## src/rtl/ps2_pkg.sv

```systemverilog
// Shared types and constants for the PS/2 keypad receiver: frame states,
// prefix bytes, key indices and the per-player {ext, code} keymap.
package ps2_pkg;

   typedef enum logic [1:0] {
      ST_IDLE   = 2'd0,
      ST_DATA   = 2'd1,
      ST_PARITY = 2'd2,
      ST_STOP   = 2'd3
   } frame_state_t;

   localparam logic [7:0] CODE_E0 = 8'hE0;
   localparam logic [7:0] CODE_F0 = 8'hF0;
   localparam logic [7:0] CODE_E1 = 8'hE1;

   localparam int KEY_UP      = 0;
   localparam int KEY_LEFT    = 1;
   localparam int KEY_DOWN    = 2;
   localparam int KEY_RIGHT   = 3;
   localparam int KEY_FIRE    = 4;
   localparam int NUM_KEYS    = 5;
   localparam int MAX_PLAYERS = 2;

   // Entry = {ext, code}; order within a player is up, left, down, right, fire.
   localparam logic [8:0] KEYMAP [MAX_PLAYERS][NUM_KEYS] = '{
      '{9'h01D, 9'h01C, 9'h01B, 9'h023, 9'h029},
      '{9'h175, 9'h16B, 9'h172, 9'h174, 9'h05A}
   };

endpackage

```

## src/rtl/ps2_frame_rx.sv

```systemverilog
// PS/2 line synchroniser and 11-bit frame deframer with inactivity timeout.
// Optional odd-parity check enabled by defining PS2_PARITY_CHECK_EN.
//
// state     | meaning
// ST_IDLE   | waiting for a start bit (data 0 on fall)
// ST_DATA   | shifting 8 data bits, LSB first
// ST_PARITY | sampling the parity bit
// ST_STOP   | checking the stop bit, delivering the byte if good
module ps2_frame_rx
   import ps2_pkg::*;
#(
   parameter int SYNC_STAGES    = 2,
   parameter int TIMEOUT_CYCLES = 20000
) (
   input  logic       clk,
   input  logic       rst_n,
   input  logic       keyb_clk,
   input  logic       kdata,
   output logic [7:0] rx_byte,
   output logic       byte_valid,
   output logic       parity_err,
   output logic       frame_err
);

   localparam int CW = $clog2(TIMEOUT_CYCLES + 1);

   logic [SYNC_STAGES-1:0] clk_sync, data_sync;
   logic                   clk_prev;
   logic                   fall, din, timeout;

   frame_state_t state, state_nx;
   logic [2:0]   bit_cnt, bit_cnt_nx;
   logic [7:0]   shift, shift_nx, byte_nx;
   logic         par_bad, par_bad_nx;
   logic         valid_nx, perr_nx, ferr_nx;
   logic [CW-1:0] idle_cnt;

   // Flops reset to 1 so the idle bus does not look like a falling edge.
   always_ff @(posedge clk or negedge rst_n) begin
      if (!rst_n) begin
         clk_sync  <= '1;
         data_sync <= '1;
         clk_prev  <= 1'b1;
      end else begin
         clk_sync  <= {clk_sync[SYNC_STAGES-2:0], keyb_clk};
         data_sync <= {data_sync[SYNC_STAGES-2:0], kdata};
         clk_prev  <= clk_sync[SYNC_STAGES-1];
      end
   end

   assign fall    = clk_prev & ~clk_sync[SYNC_STAGES-1];
   assign din     = data_sync[SYNC_STAGES-1];
   assign timeout = (state != ST_IDLE) && !fall && (idle_cnt == CW'(TIMEOUT_CYCLES));

   always_comb begin
      state_nx   = state;
      bit_cnt_nx = bit_cnt;
      shift_nx   = shift;
      par_bad_nx = par_bad;
      byte_nx    = rx_byte;
      valid_nx   = 1'b0;
      perr_nx    = 1'b0;
      ferr_nx    = 1'b0;
      if (timeout) begin
         state_nx   = ST_IDLE;
         bit_cnt_nx = 3'd0;
         shift_nx   = 8'd0;
         par_bad_nx = 1'b0;
         ferr_nx    = 1'b1;
      end else if (fall) begin
         case (state)
            ST_IDLE: begin
               if (!din) begin
                  state_nx   = ST_DATA;
                  bit_cnt_nx = 3'd0;
                  shift_nx   = 8'd0;
                  par_bad_nx = 1'b0;
               end
            end
            ST_DATA: begin
               shift_nx   = {din, shift[7:1]};
               bit_cnt_nx = bit_cnt + 3'd1;
               if (bit_cnt == 3'd7) state_nx = ST_PARITY;
            end
            ST_PARITY: begin
               state_nx = ST_STOP;
`ifdef PS2_PARITY_CHECK_EN
               if (~^{shift, din}) begin
                  par_bad_nx = 1'b1;
                  perr_nx    = 1'b1;
               end
`endif
            end
            ST_STOP: begin
               state_nx = ST_IDLE;
               if (!din) begin
                  ferr_nx = 1'b1;
               end else if (!par_bad) begin
                  valid_nx = 1'b1;
                  byte_nx  = shift;
               end
            end
            default: state_nx = ST_IDLE;
         endcase
      end
   end

   always_ff @(posedge clk or negedge rst_n) begin
      if (!rst_n) begin
         state      <= ST_IDLE;
         bit_cnt    <= 3'd0;
         shift      <= 8'd0;
         par_bad    <= 1'b0;
         rx_byte    <= 8'd0;
         byte_valid <= 1'b0;
         parity_err <= 1'b0;
         frame_err  <= 1'b0;
         idle_cnt   <= '0;
      end else begin
         state      <= state_nx;
         bit_cnt    <= bit_cnt_nx;
         shift      <= shift_nx;
         par_bad    <= par_bad_nx;
         rx_byte    <= byte_nx;
         byte_valid <= valid_nx;
         parity_err <= perr_nx;
         frame_err  <= ferr_nx;
         if (state == ST_IDLE || fall || timeout) idle_cnt <= '0;
         else                                     idle_cnt <= idle_cnt + 1'b1;
      end
   end

endmodule

```

## src/rtl/ps2_keypad_rx.sv

```systemverilog
// PS/2 keyboard front end: prefix tracking, scancode events and held-key bitmap.
// Parity checking in the deframer is enabled by defining PS2_PARITY_CHECK_EN.
module ps2_keypad_rx
   import ps2_pkg::*;
#(
   parameter int NUM_PLAYERS    = 2,
   parameter int SYNC_STAGES    = 2,
   parameter int TIMEOUT_CYCLES = 20000
) (
   input  logic                     clk,
   input  logic                     rst_n,
   input  logic                     keyb_clk,
   input  logic                     kdata,
   output logic [5*NUM_PLAYERS-1:0] keys,
   output logic                     code_valid,
   output logic [7:0]               code_data,
   output logic                     code_ext,
   output logic                     code_break,
   output logic                     parity_err,
   output logic                     frame_err,
   output logic [7:0]               debugLEDs
);

   logic [7:0] rx_byte;
   logic       rx_valid, rx_perr, rx_ferr;
   logic       ext, brk;

   ps2_frame_rx #(
      .SYNC_STAGES    (SYNC_STAGES),
      .TIMEOUT_CYCLES (TIMEOUT_CYCLES)
   ) u_frame_rx (
      .clk        (clk),
      .rst_n      (rst_n),
      .keyb_clk   (keyb_clk),
      .kdata      (kdata),
      .rx_byte    (rx_byte),
      .byte_valid (rx_valid),
      .parity_err (rx_perr),
      .frame_err  (rx_ferr)
   );

   // The deframer only loads its byte register on good bytes.
   assign debugLEDs  = rx_byte;
   assign parity_err = rx_perr;
   assign frame_err  = rx_ferr;

   always_ff @(posedge clk or negedge rst_n) begin
      if (!rst_n) begin
         ext        <= 1'b0;
         brk        <= 1'b0;
         keys       <= '0;
         code_valid <= 1'b0;
         code_data  <= 8'd0;
         code_ext   <= 1'b0;
         code_break <= 1'b0;
      end else begin
         code_valid <= 1'b0;
         if (rx_perr || rx_ferr) begin
            ext <= 1'b0;
            brk <= 1'b0;
         end else if (rx_valid) begin
            if (rx_byte == CODE_E0) begin
               ext <= 1'b1;
            end else if (rx_byte == CODE_F0) begin
               brk <= 1'b1;
            end else begin
               code_valid <= 1'b1;
               code_data  <= rx_byte;
               code_ext   <= ext;
               code_break <= brk;
               ext        <= 1'b0;
               brk        <= 1'b0;
               if (rx_byte != CODE_E1) begin
                  for (int p = 0; p < NUM_PLAYERS; p++) begin
                     for (int k = 0; k < NUM_KEYS; k++) begin
                        if (KEYMAP[p][k] == {ext, rx_byte}) keys[NUM_KEYS*p + k] <= ~brk;
                     end
                  end
               end
            end
         end
      end
   end

endmodule
```

## config.mk

```make
export PLATFORM = sky130hd
export DESIGN_NAME = ps2_keypad_rx
export DESIGN_NICKNAME = d
export VERILOG_FILES = /design/src/rtl/ps2_pkg.sv /design/src/rtl/ps2_frame_rx.sv /design/src/rtl/ps2_keypad_rx.sv
export SDC_FILE = /design/constraint.sdc
export NUM_CORES = 1
export LEC_CHECK = 0
export BUFFER_PORTS_ARGS = -buffer_cell sky130_fd_sc_hd__clkbuf_2
export CAP_MARGIN = 20
export CORE_UTILIZATION = 30
export DETAILED_ROUTE_END_ITERATION = 12
export PLACE_DENSITY = 0.45
export SLEW_MARGIN = 10
export SYNTH_ARGS = -nofsm -noshare
export SYNTH_HDL_FRONTEND = slang
export SYNTH_HIERARCHICAL = 1
export SYNTH_SLANG_ARGS = --single-unit
```

## constraint.sdc

```tcl
create_clock -name clk -period 4.5 [get_ports clk]
set_clock_uncertainty 0.2 [all_clocks]
set_input_delay 0.225 -clock clk [delete_from_list [all_inputs] [get_ports clk]]
set_output_delay 0.225 -clock clk [all_outputs]
set_load 0.005 [all_outputs]
```

; Word-level counts from Yosys, hierarchy flattened
; Index checks and enable logic that the tools add are counted.
[word_totals]
rom_bits = 0
regBits = 67
mem_count = 0
inputBits = 4
output_inout_bits = 31
ramBits = 0
latchBits = 0
[op_classes]
div = 0
order_cmp = 0
n_bitwise = 8
mul = 0
addsub = 2
reduce_logical = 28
n_eq_ne = 23
n_mux = 39
shift = 0
[op_table]
columns = operator, count
row1 = $reduce_and 6->1, 10
row2 = $eq 9x9->1 const A, 4
row3 = $eq 5x9->1 const A, 3
row4 = $mux 1, 25
row5 = $mux 8, 3
row6 = $eq 6x9->1 const A, 2
row7 = $eq 8x8->1 const B, 2
row8 = $pmux 8 s2, 1
row9 = $add 15x1->15 const B, 1
row10 = $eq 15x15->1 const B, 1
row11 = $mux 15, 1
row12 = $eq 7x9->1 const A, 1
row13 = $mux 3, 3
row14 = $reduce_and 3->1, 3
row15 = $mux 2, 4
row16 = $ne 8x8->1 const B, 1
row17 = $pmux 2 s4, 1
row18 = $reduce_bool 2->1, 4
row19 = $not 1->1, 7
row20 = $pmux 3 s2, 1
row21 = $reduce_and 5->1, 1
row22 = $eq 2x2->1 const B, 2
row23 = $reduce_and 2->1, 2
row24 = $reduce_and 4->1, 1
row25 = other kinds (14), 16

; Logic depth before layout (Yosys ltp)
; Gate-level depths: netlist of the first run.
[logic_depth]
ltp_word = 7
mapped_depth = 7
depth_no_buf = 6

; Hierarchy
; The synthesis of the first run kept the hierarchy.
[by_module_without_submodules]
columns = mod, cells_per_inst, seq_area_each_um2, area_per_inst_um2, instances
row1 = ps2_frame_rx, 186, 1082.3, 2035.7, 1
row2 = ps2_keypad_rx, 91, 575.6, 1121.1, 1

; Worst setup path before layout of the first run
; Ideal clock, no wire load.
[synth_timing]
path_kind = reg2reg
from = register u_frame_rx.rx_byte[1]
to = register code_break
path_buffers = 2
slack_ns = 2.731
required_ns = 4.175
period_less_slack_ns = 1.769
path_stages_with_launch = 7
t_arrival_ns = 1.444
setup_ns = 0.125
path_cell_list = dfrtp_1 buf_6 nor4b_2 nand2_1 and2_4 buf_12 mux2_4
[synth_between]
elab_chain_len = 3
elab_cells_between_ends = 5
classes_between = eq/ne: 2 / bitwise: 2 / reduce/logical: 1
[synth_lines]
columns = element, line
row1 = from (decl), ps2_frame_rx.sv:19  ; output logic [7:0] rx_byte,
row2 = from (signal assigned), ps2_frame_rx.sv:124  ; rx_byte <= byte_nx;
row3 = "$eq 8x8->1, on equally long branches", "ps2_keypad_rx.sv:64, ps2_keypad_rx.sv:62"
row4 = $not 1->1 (no line), n/a
row5 = $reduce_and 4->1 (no line) (*), n/a
row6 = to (signal assigned), ps2_keypad_rx.sv:70  ; code_break <= brk;
row7 = to (decl), ps2_keypad_rx.sv:18  ; output logic code_break,
; Every way passes the cells marked *; elsewhere a longest branch is shown, timed or not.
; A chain may end at the register's enable or synchronous reset.

; Worst setup path in the final report of the first run
[layout_timing]
from = register u_frame_rx.state[0]
to = register u_frame_rx.bit_cnt[1]
[layout_between]
elab_chain_len = 5
elab_cells_between_ends = 12
classes_between = eq/ne: 2 / mux: 3 / reduce/logical: 7
[layout_lines]
columns = element, line
row1 = from (decl), ps2_frame_rx.sv:31  ; frame_state_t state, state_nx;
row2 = from (signal assigned), ps2_frame_rx.sv:120  ; state <= state_nx;
row3 = $reduce_bool 2->1, ps2_frame_rx.sv:53  ; assign timeout = (state != ST_IDLE) && !fall && (idle_cnt == CW'(TIMEOUT_CYCLES));
row4 = $logic_and 1x1->1 (2 in series), ps2_frame_rx.sv:53
row5 = $ne 3x3->1 (no line) (tied with other cells), n/a
row6 = $reduce_and 3->1 (no line), n/a
row7 = to (signal assigned), ps2_frame_rx.sv:121  ; bit_cnt <= bit_cnt_nx;
row8 = to (decl), ps2_frame_rx.sv:32  ; logic [2:0] bit_cnt, bit_cnt_nx;
; Several ways; a longest one is shown, not always the timed one. The select of a mux whose other input is x is not followed.

==> metrics, run 1 <==
Final Hold Fails=0; die width=105 microns; Comb power frac=19.7%; Max Clock Freq=0.454 GHz; Critical Path, Cell by Cell=inv_1 -> ha_1 -> nand2_1 -> o211ai_1 -> nand2_1 -> a21oi_1; largest net degree at the start of global routing=35; via count=2,101; Syn. warnings=6; ys async rst share=100%; row cnt=37; Num CTS Buffers=9; cells after synthesis=277; RSZ-0062 raised after global routing=false; Max transition margin=49.9%; clk_lat worst skew=0.35 ns; ys flop type=dfrtp_1; # H-tree levels=3; fin nets=325; Hold-fix buffers, CTS=3; CP Depth=6; met3 Track Usage GR=3.37%; Crit path max-delay family=compound AO/OA/AOI/OAI gates; port bufs=33; met1 GRT Util=16.6%; WP buf/inv=1; max incr delay on CP=0.44 ns; ANT nets after route=0; core area=10,300 sq um; critical path arrival=2.26 ns; initial antenna violation count=0; commonest cells after routing, fill and taps aside=61 x dfrtp_1, 32 x clkbuf_2, 21 x inv_1, 19 x nor2_1; CTS root buffer=clkbuf_8; R2R cell count=6; Area contributors post-synth=dfrtp_1 48%, dfstp_2 4.2%, mux2_4 3.8%, ha_1 3.6%, nand4_1 3.6%; Setup Crit Path Kind=reg2reg; placed cells=434; share of layout cells above drive strength 1=26.5%; Die ar.=10,900 sq um; worst hold stages=0; sw frac=31.5%; P_int=0.00113 W; n_diodes=0; Overflow after GRT=0; max-slew violation count=0; synth unique cells=49; final worst slack=2.30 ns; Initial DRC Count=68; Post-Place Setup Slack=2.31 ns; post-synth top area cell=dfrtp_1; status=finished clean; GRT Total Usage=12.5%; Die Height=105 microns; Final Non-Filler Cells=453; post-synthesis sequential area ratio=52.5%; Via-to-Cell Ratio=4.64; dpl hpwl=4.18 mm; leak pwr=1.75 nW; first-pass GRT wire length=10.8 mm; Sequential Power Share=46.8%; clock sink count=66; postcts setup bufs=0; Total Power=0.00165 W; clk buf depth=2; Initial Util=30.7%; worst hold path class=reg2reg; Synth Area per Inst=11.4 sq um; fin crit period=2.20 ns; CP Capture Type=flop; Post-CTS Resized=0; required time of the worst setup path=4.56 ns; share of the synthesized area in the top cell type=48.4%; crit path max fanout=12; Syn-to-layout area delta=15.9%; CP dominant cell by count=nand2_1; worst slew pin tran=0.752 ns; Tcrit/Tclk final=49.0%; CTS tree=yes; Final Setup Violations=0; gr busiest metal=met2; Post-synth EDFFs=0; Max-Cap Viols=0; number of global-route vias before repair=2,101; clk slew on worst S/H paths=0.07 ns; number of synthesized register bits=66; most common cell after layout, fill and taps aside=dfrtp_1; CP Launch Type=flop; Net Count, Synth=290; DR WL/cell=13.9 microns; M2 GR Usage=19.2%; 1st-pass router iterations=4; Ports=35; drt total wl=6.28 mm; Slowest-stage cell, CP=o211ai_1; WHS=0.157 ns; PwrDens=451 nW/um^2; cell area after synthesis=3160 sq um; remaining routing DRC violations=0; Setup TNS=0 ns; worst vdd ir=0.145 mV; clock share of power=33.5%; switching power=0.000520 W; GP Congestion=0.721
synthesized netlist by cell type (2+ instances only):
cell and count:
dfrtp_1 61, inv_1 21, nor2_1 19, nand2_1 18
nand4_1 18, a21oi_1 12, xor2_1 12, mux2i_1 10
nand3_1 10, ha_1 9, mux2_2 9, mux2_4 8
clkbuf_1 5, dfstp_2 5, buf_2 4, nor3_1 4
nor4_1 4, o21ai_0 4, nand4b_1 3, nor3b_1 3
and2_1 2, and3_1 2, and4_1 2, buf_4 2
buf_6 2, nand2b_1 2, nand3b_1 2, nor4b_2 2
o22ai_1 2
cell type report:
cell class / count / area (sq um)
timing repair buffer: 38 / 210
clock buffer: 9 / 124
multi-input combinational: 176 / 1320
sequential: 66 / 1660
clock inverter: 7 / 92.6
inverter: 21 / 78.8
fill: 1054 / 6620
tap: 136 / 170
per-stage QoR:
stage / instance area, sq um / util [%]
5_1_grt: 3660 / 35.6
3_3_place_gp: 3410 / 33.2
3_5_place_dp: 3410 / 33.2
4_1_cts: 3660 / 35.6
2_1_floorplan: 3160 / -
6_report: 3660 / 35.6
per-layer routing:
metal | routed length (microns) | share of wire, %
met1 | 3060 | 49
met2 | 2880 | 46
met3 | 231 | 3.7
met4 | 112 | 1.8
met5 | 0 | 0
path summary, 6_finish.rpt:
check | slack (ns) | from | to
setup / recovery | 2.30 | u_frame_rx/state[0] | u_frame_rx/bit_cnt[1]
hold / removal | 0.16 | u_frame_rx/data_sync[0] | u_frame_rx/data_sync[1]
setup reg to reg | 2.30 | u_frame_rx/state[0] | u_frame_rx/bit_cnt[1]
hold reg to reg | 0.16 | u_frame_rx/data_sync[0] | u_frame_rx/data_sync[1]
max in group asynchronous | 2.86 | rst_n | u_frame_rx/data_sync[1]
min in group asynchronous | 0.28 | rst_n | keys[2]
power groups by stage:
| stage | Clock, W | Combinational [W] | Sequential, W |
|---|---|---|---|
| after floorplan | 0 | 0.000245 | 0.000754 |
| final | 0.000553 | 0.000325 | 0.000771 |
| after detailed placement | 0 | 0.000324 | 0.000783 |
| after global routing | 0.000601 | 0.000372 | 0.000787 |
| after global placement | 0 | 0.000323 | 0.000782 |
| after CTS | 0.000578 | 0.000328 | 0.000772 |
logic make-up after synthesis:
family	count (synthesis)	share of synthesized area, %
simple gates	104	20.5
flops	66	52.5
buf+inv	35	5.55
mux	27	10.2
compound gates	22	3.96
xor+xnor	13	3.61
fa+ha+maj	9	3.57
other cells	1	0.119
worst register-to-register path, cell delays in order (launching register included):
cell      delay [ns]
dfrtp_1         0.42
inv_1           0.14
ha_1            0.34
nand2_1         0.31
o211ai_1        0.44
nand2_1         0.11
a21oi_1         0.17
sequential cells by signal, summed over array words and instances (netlist names), 2 cells and up:
register / count
keys: 10
u_frame_rx/idle_cnt: 15
u_frame_rx/data_sync: 2
code_data: 8
u_frame_rx/clk_sync: 2
u_frame_rx/rx_byte: 8
u_frame_rx/state: 2
u_frame_rx/shift: 8
u_frame_rx/bit_cnt: 3
Note: power is estimated with default switching activity, not from simulation.
==> run 2, diff against run 1 <==
==> constraint.sdc (replaced) <==
create_clock -name clk -period 2.1 [get_ports clk]
set_clock_uncertainty 0.2 [all_clocks]
set_input_delay 0.105 -clock clk [delete_from_list [all_inputs] [get_ports clk]]
set_output_delay 0.105 -clock clk [all_outputs]
set_load 0.005 [all_outputs]
==> run 2 against run 1 <==
  * Fmax increased by 18%
  * Routed wire length increased by 1.8%
  * Combinational power increased by 150%
  * Worst hold slack got worse by 0.15 ns
  * Global-route usage increased by 0.20 points
  * Critical endpoint is now u_frame_rx/shift[3]
  * Non-clock buffer count increased by 12
  * Sequential share of layout area decreased by 1.6 points
  * Critical path type unchanged
==> metrics, run 2 (synthesis gave the netlist of run 1 again) <==
status=finished clean; ANT nets after route=0 (unchanged); clk slew on worst S/H paths=0.08 ns (about the same); WHS=0.00558 ns (-0.152 ns); max incr delay on CP=0.41 ns (-0.03 ns); Final Hold Fails=0 (unchanged); 1st-pass router iterations=4 (unchanged); n_diodes=0 (unchanged); Reg2Reg Setup Slack=0.23 ns (-2.07 ns); worst hold path class=in2async; Critical Path, Cell by Cell=inv_1 -> ha_1 -> nor4b_2 -> nand4_2 -> nor3_4 -> buf_4 -> a21oi_1; P_int=0.00264 W (+130%); crit path max fanout=7 (-5); fin crit period=1.87 ns (-0.329 ns); dpl hpwl=4.52 mm (+8.0%); Ports=35 (unchanged); sw frac=29.8% (-1.7 points); RR Startpoint=u_frame_rx/idle_cnt[0]; Sequential Power Share=43.3% (-3.5 points); CP Capture Type=flop; Initial DRC Count=77 (+13%); Setup Crit Path Kind=reg2reg; CTS tree=yes; die width=105 microns (unchanged); Via-to-Cell Ratio=4.53 (-2.3%); Largest regs=u_frame_rx/idle_cnt x15, keys x10; initial antenna violation count=0 (unchanged); switching power=0.00112 W (+120%); share of layout cells above drive strength 1=29.2% (+2.7 points); Overflow after GRT=0 (unchanged); RSZ-0062 raised after global routing=false; DR WL/cell=13.8 microns (-0.80%); Slowest-stage cell, CP=dfrtp_1; port bufs=33 (unchanged); # H-tree levels=3 (unchanged); Largest register FFs=15 (unchanged); fin nets=337 (+3.7%); Die Height=105 microns (unchanged); critical path arrival=1.90 ns (-0.36 ns); clock share of power=35.5% (+2.0 points); Comb power frac=21.2% (+1.5 points); Multi-input gate area=1320 sq um (unchanged); Max Clock Freq=0.534 GHz (+18%); Max-Cap Viols=0 (unchanged); CP Launch Type=flop; commonest cells after routing, fill and taps aside=61 x dfrtp_1, 32 x clkbuf_2, 21 x inv_1, 19 x nor2_1; Setup TNS=0 ns (unchanged); fill count=1,039 (-1.4%); Final Setup Violations=0 (unchanged); most common cell after layout, fill and taps aside=dfrtp_1; PwrDens=991 nW/um^2 (+120%); design area=3790 sq um (+3.7%); via count=2,107 (+0.29%); RR Endpoint=u_frame_rx/shift[3]; largest net degree at the start of global routing=38 (+8.6%); core area=10,300 sq um (unchanged); Tcrit/Tclk final=89.2% (+40 points); Initial Util=30.7% (unchanged); GRT Total Usage=12.7% (+0.20 points); required time of the worst setup path=2.12 ns (-2.44 ns); R2R cell count=7 (+1); row cnt=37 (unchanged); GP Congestion=0.766 (+6.2%); first-pass GRT wire length=10.9 mm (+1.5%); Num CTS Buffers=9 (unchanged); largest register by flop count=u_frame_rx/idle_cnt; Post-CTS Resized=0 (unchanged); remaining routing DRC violations=0 (unchanged); clk buf depth=2 (unchanged); DP Area=3510 sq um (+3.0%); register area=1660 sq um (unchanged); Syn-to-layout area delta=20.2%; CTS root buffer=clkbuf_8; Die ar.=10,900 sq um (unchanged); number of global-route vias before repair=2,124 (+1.1%); worst vdd ir=0.397 mV (+170%); drt total wl=6.40 mm (+1.8%); postcts setup bufs=0 (unchanged); leak pwr=1.83 nW (+4.4%); clock sink count=66 (unchanged); max-slew violation count=0 (unchanged); clk_lat worst skew=0.34 ns (about the same)
## run 2: cell count changes in the layout (fill, tap and decap cells not counted), sizes merged
cell / before / now
clkbuf: 41 / 42
buf: 3 / 15
bufinv: 2 / 3
clkinv: 4 / 2
## run 2: final cells by class
cell class              instances  area share, %
well taps                     136           4.49
clock buffers                  10           3.63
repair buffers                 50           8.25
inverters                      21           2.08
clock inverters                 6           2.97
flip-flops and latches         66           43.7
multi-input cells             176           34.9
## run 2: how the worst max path moves through the flow
stage | start | endpoint | slack, ns
after CTS | u_frame_rx/idle_cnt[0] | u_frame_rx/shift[3] | 0.19
after global placement | u_frame_rx/idle_cnt[0] | u_frame_rx/shift[3] | 0.25
after detailed placement | u_frame_rx/idle_cnt[0] | u_frame_rx/shift[3] | 0.21
after floorplan | u_frame_rx/rx_byte[1] | code_break | 0.33
final | u_frame_rx/idle_cnt[0] | u_frame_rx/shift[3] | 0.23
after global routing | u_frame_rx/idle_cnt[0] | u_frame_rx/shift[6] | 0.02
## run 2: repair_timing
action | in CTS | in global routing
hold buffers | 3 | 0
hold endpoints to repair | 63 | 0
endpoints found under the setup margin | 0 | 0
## run 2: metal layers
| metal | part of all wire [%] | GRT usage, % | up-vias | routed length (microns) |
|---|---|---|---|---|
| li1 | - | - | 1055 | - |
| met1 | 48 | 16.1 | 1006 | 3070 |
| met2 | 47 | 21.0 | 38 | 3010 |
| met3 | 4.1 | 4.18 | 8 | 261 |
| met4 | 0.97 | 3.02 | 0 | 62 |
| met5 | 0 | 0 | - | 0 |
## run 2: per-stage QoR
step	setup WS (ns)	std cells	total power, W	utilization (%)
global route	0.0226	465	0.00400	36.9
floorplan	0.331	277	0.00214	-
global placement	0.249	446	0.00245	34.2
CTS	0.186	465	0.00383	36.9
finish	0.226	465	0.00376	36.9
detailed placement	0.210	446	0.00247	34.2
## run 2: power by group through the flow
stage | combinational (W) | clock, W | sequential, W
2_1_floorplan | 0.000526 | 0 | 0.00162
3_3_place_gp | 0.000807 | 0 | 0.00165
3_5_place_dp | 0.000812 | 0 | 0.00165
4_1_cts | 0.000817 | 0.00138 | 0.00163
5_1_grt | 0.000919 | 0.00143 | 0.00166
6_report | 0.000798 | 0.00134 | 0.00163
## run 2: critical path: cells and delay by family, from the launching register on
kind	cells	cell delay [ns]
compound gates	1	0.05
flops	1	0.41
buf+inv	2	0.28
simple gates	3	0.70
fa+ha+maj	1	0.13
==> run 3, diff against run 2 <==
==> constraint.sdc (replaced) <==
create_clock -name clk -period 1.93 [get_ports clk]
set_clock_uncertainty 0.2 [all_clocks]
set_input_delay 0.0965 -clock clk [delete_from_list [all_inputs] [get_ports clk]]
set_output_delay 0.0965 -clock clk [all_outputs]
set_load 0.005 [all_outputs]
==> run 3 against run 2 <==
  * Worst hold slack gained 0.094 ns
  * Count of clock-buffer cells in the layout is 1 lower
  * Worst setup slack got worse by 0.065 ns
==> metrics, run 3 (synthesis gave the netlist of run 1 again) <==
status=finished clean; Syn-to-layout area delta=21.0%; GRT Total Usage=12.6% (-0.16 points); clk_lat worst skew=0.34 ns (about the same); worst hold path class=in2async; largest net degree at the start of global routing=25 (-34%); number of global-route vias before repair=2,169 (+2.1%); clk buf depth=2 (unchanged); worst vdd ir=0.473 mV (+19%); Setup Crit Path Kind=reg2reg; CTS tree=yes; remaining routing DRC violations=0 (unchanged); 1st-pass router iterations=4 (unchanged); core area=10,300 sq um (unchanged); Ports=35 (unchanged); Max transition margin=58.7%; fill count=1,061 (+2.1%); first-pass GRT wire length=10.8 mm (-1.3%); Tcrit/Tclk final=91.7% (+2.4 points); # H-tree levels=3 (unchanged); fin crit period=1.77 ns (-0.105 ns); PwrDens=1020 nW/um^2 (+2.6%); Overflow after GRT=0 (unchanged); most common cell after layout, fill and taps aside=dfrtp_1; commonest cells after routing, fill and taps aside=61 x dfrtp_1, 32 x clkbuf_2, 21 x inv_1, 19 x nor2_1; Num CTS Buffers=9 (unchanged); drt total wl=6.45 mm (+0.75%); Die Height=105 microns (unchanged); Max-Cap Viols=0 (unchanged); WHS=0.0992 ns (+0.0937 ns); critical path arrival=1.79 ns (-0.11 ns); Critical Path, Cell by Cell=inv_1 -> ha_1 -> nor4b_4 -> nand4_4 -> nor3_4 -> buf_4 -> o22ai_1; Die ar.=10,900 sq um (unchanged); Slowest-stage cell, CP=dfrtp_1; WP buf/inv=2 (unchanged); share of layout cells above drive strength 1=30.4% (+1.3 points); max incr delay on CP=0.41 ns (about the same); Total Power=0.00389 W (+3.3%); clk slew on worst S/H paths=0.08 ns (about the same); n_diodes=0 (unchanged); Largest register FFs=15 (unchanged); Setup TNS=0 ns (unchanged); largest register by flop count=u_frame_rx/idle_cnt; CP Capture Type=flop; fin nets=343 (+1.8%); leak pwr=1.85 nW (+1.6%); initial antenna violation count=0 (unchanged); ANT nets after route=0 (unchanged); via count=2,185 (+3.7%); Final Hold Fails=0 (unchanged); worst slew pin tran=0.619 ns; CTS root buffer=clkbuf_8; die width=105 microns (unchanged); port bufs=33 (unchanged); Initial DRC Count=71 (-7.8%); Final Setup Violations=0 (unchanged); Max Clock Freq=0.565 GHz (+5.9%); RSZ-0062 raised after global routing=false; dpl hpwl=4.51 mm (-0.17%); Largest regs=u_frame_rx/idle_cnt x15, keys x10; clock sink count=66 (unchanged); Crit path max-delay family=simple AND/OR/NAND/NOR gates; crit path max fanout=5 (-2); required time of the worst setup path=1.95 ns (-0.17 ns); Initial Util=30.7% (unchanged); Via-to-Cell Ratio=4.64 (+2.4%); Finished Core Util=37.2% (+0.26 points); CP Launch Type=flop; row cnt=37 (unchanged); GP Congestion=0.714 (-6.8%); max-slew violation count=0 (unchanged); DR WL/cell=13.7 microns (-0.53%)
-- run 3: what timing repair did --
item,in CTS,in global routing
buffers inserted,1,0
hold endpoints to repair,51,0
setup endpoints to repair,10,26
hold buffers,3,0
gates resized for setup,0,2
pin swaps,2,3
-- run 3: report_power, final --
part           switching, W  total [W]  internal (W)
logic              0.000521   0.000954      0.000433
clock network      0.000569    0.00118      0.000607
registers          0.000174    0.00176       0.00158
total               0.00126    0.00389       0.00262
-- run 3: area by class of cell --
cell class                      count  area [sq um]  share of cell area [%]
Tap cell                          136           170                    4.45
Clock inverter                      7          77.6                    2.03
Timing Repair Buffer               56           370                    9.70
Clock buffer                        9           124                    3.24
Sequential cell                    66          1660                    43.4
Multi-Input combinational cell    176          1340                    35.1
Inverter                           21          78.8                    2.06
-- run 3: path summary, 6_finish.rpt --
kind / from / endpoint / slack [ns] / cells after the start
worst min-delay path: rst_n / keys[0] / 0.1 / 2
max in group asynchronous: rst_n / u_frame_rx/clk_prev / 0.81 / 3
worst min register to register: u_frame_rx/clk_sync[0] / u_frame_rx/clk_sync[1] / 0.16 / 0
worst max-delay path: u_frame_rx/idle_cnt[0] / u_frame_rx/state[1] / 0.16 / 7
worst max register to register: u_frame_rx/idle_cnt[0] / u_frame_rx/state[1] / 0.16 / 7
min in group clk: u_frame_rx/clk_sync[0] / u_frame_rx/clk_sync[1] / 0.16 / 0
-- run 3: stage by stage --
| stage | worst slack (ns) | instances | instance area (sq um) |
|---|---|---|---|
| after floorplan | 0.161 | 277 | 3160 |
| after global placement | 0.0125 | 451 | 3560 |
| after detailed placement | 0.0115 | 451 | 3560 |
| after CTS | 0.0121 | 471 | 3800 |
| after global routing | 0.00903 | 471 | 3820 |
| final | 0.161 | 471 | 3820 |
-- run 3: metal layers --
metal / vias to the layer above / GRT usage, % / wire length (microns)
met5: - / 0 / 0
met2: 39 / 20.2 / 3030
li1: 1075 / - / -
met3: 10 / 3.56 / 242
met1: 1061 / 16.1 / 3080
met4: 0 / 4.53 / 89
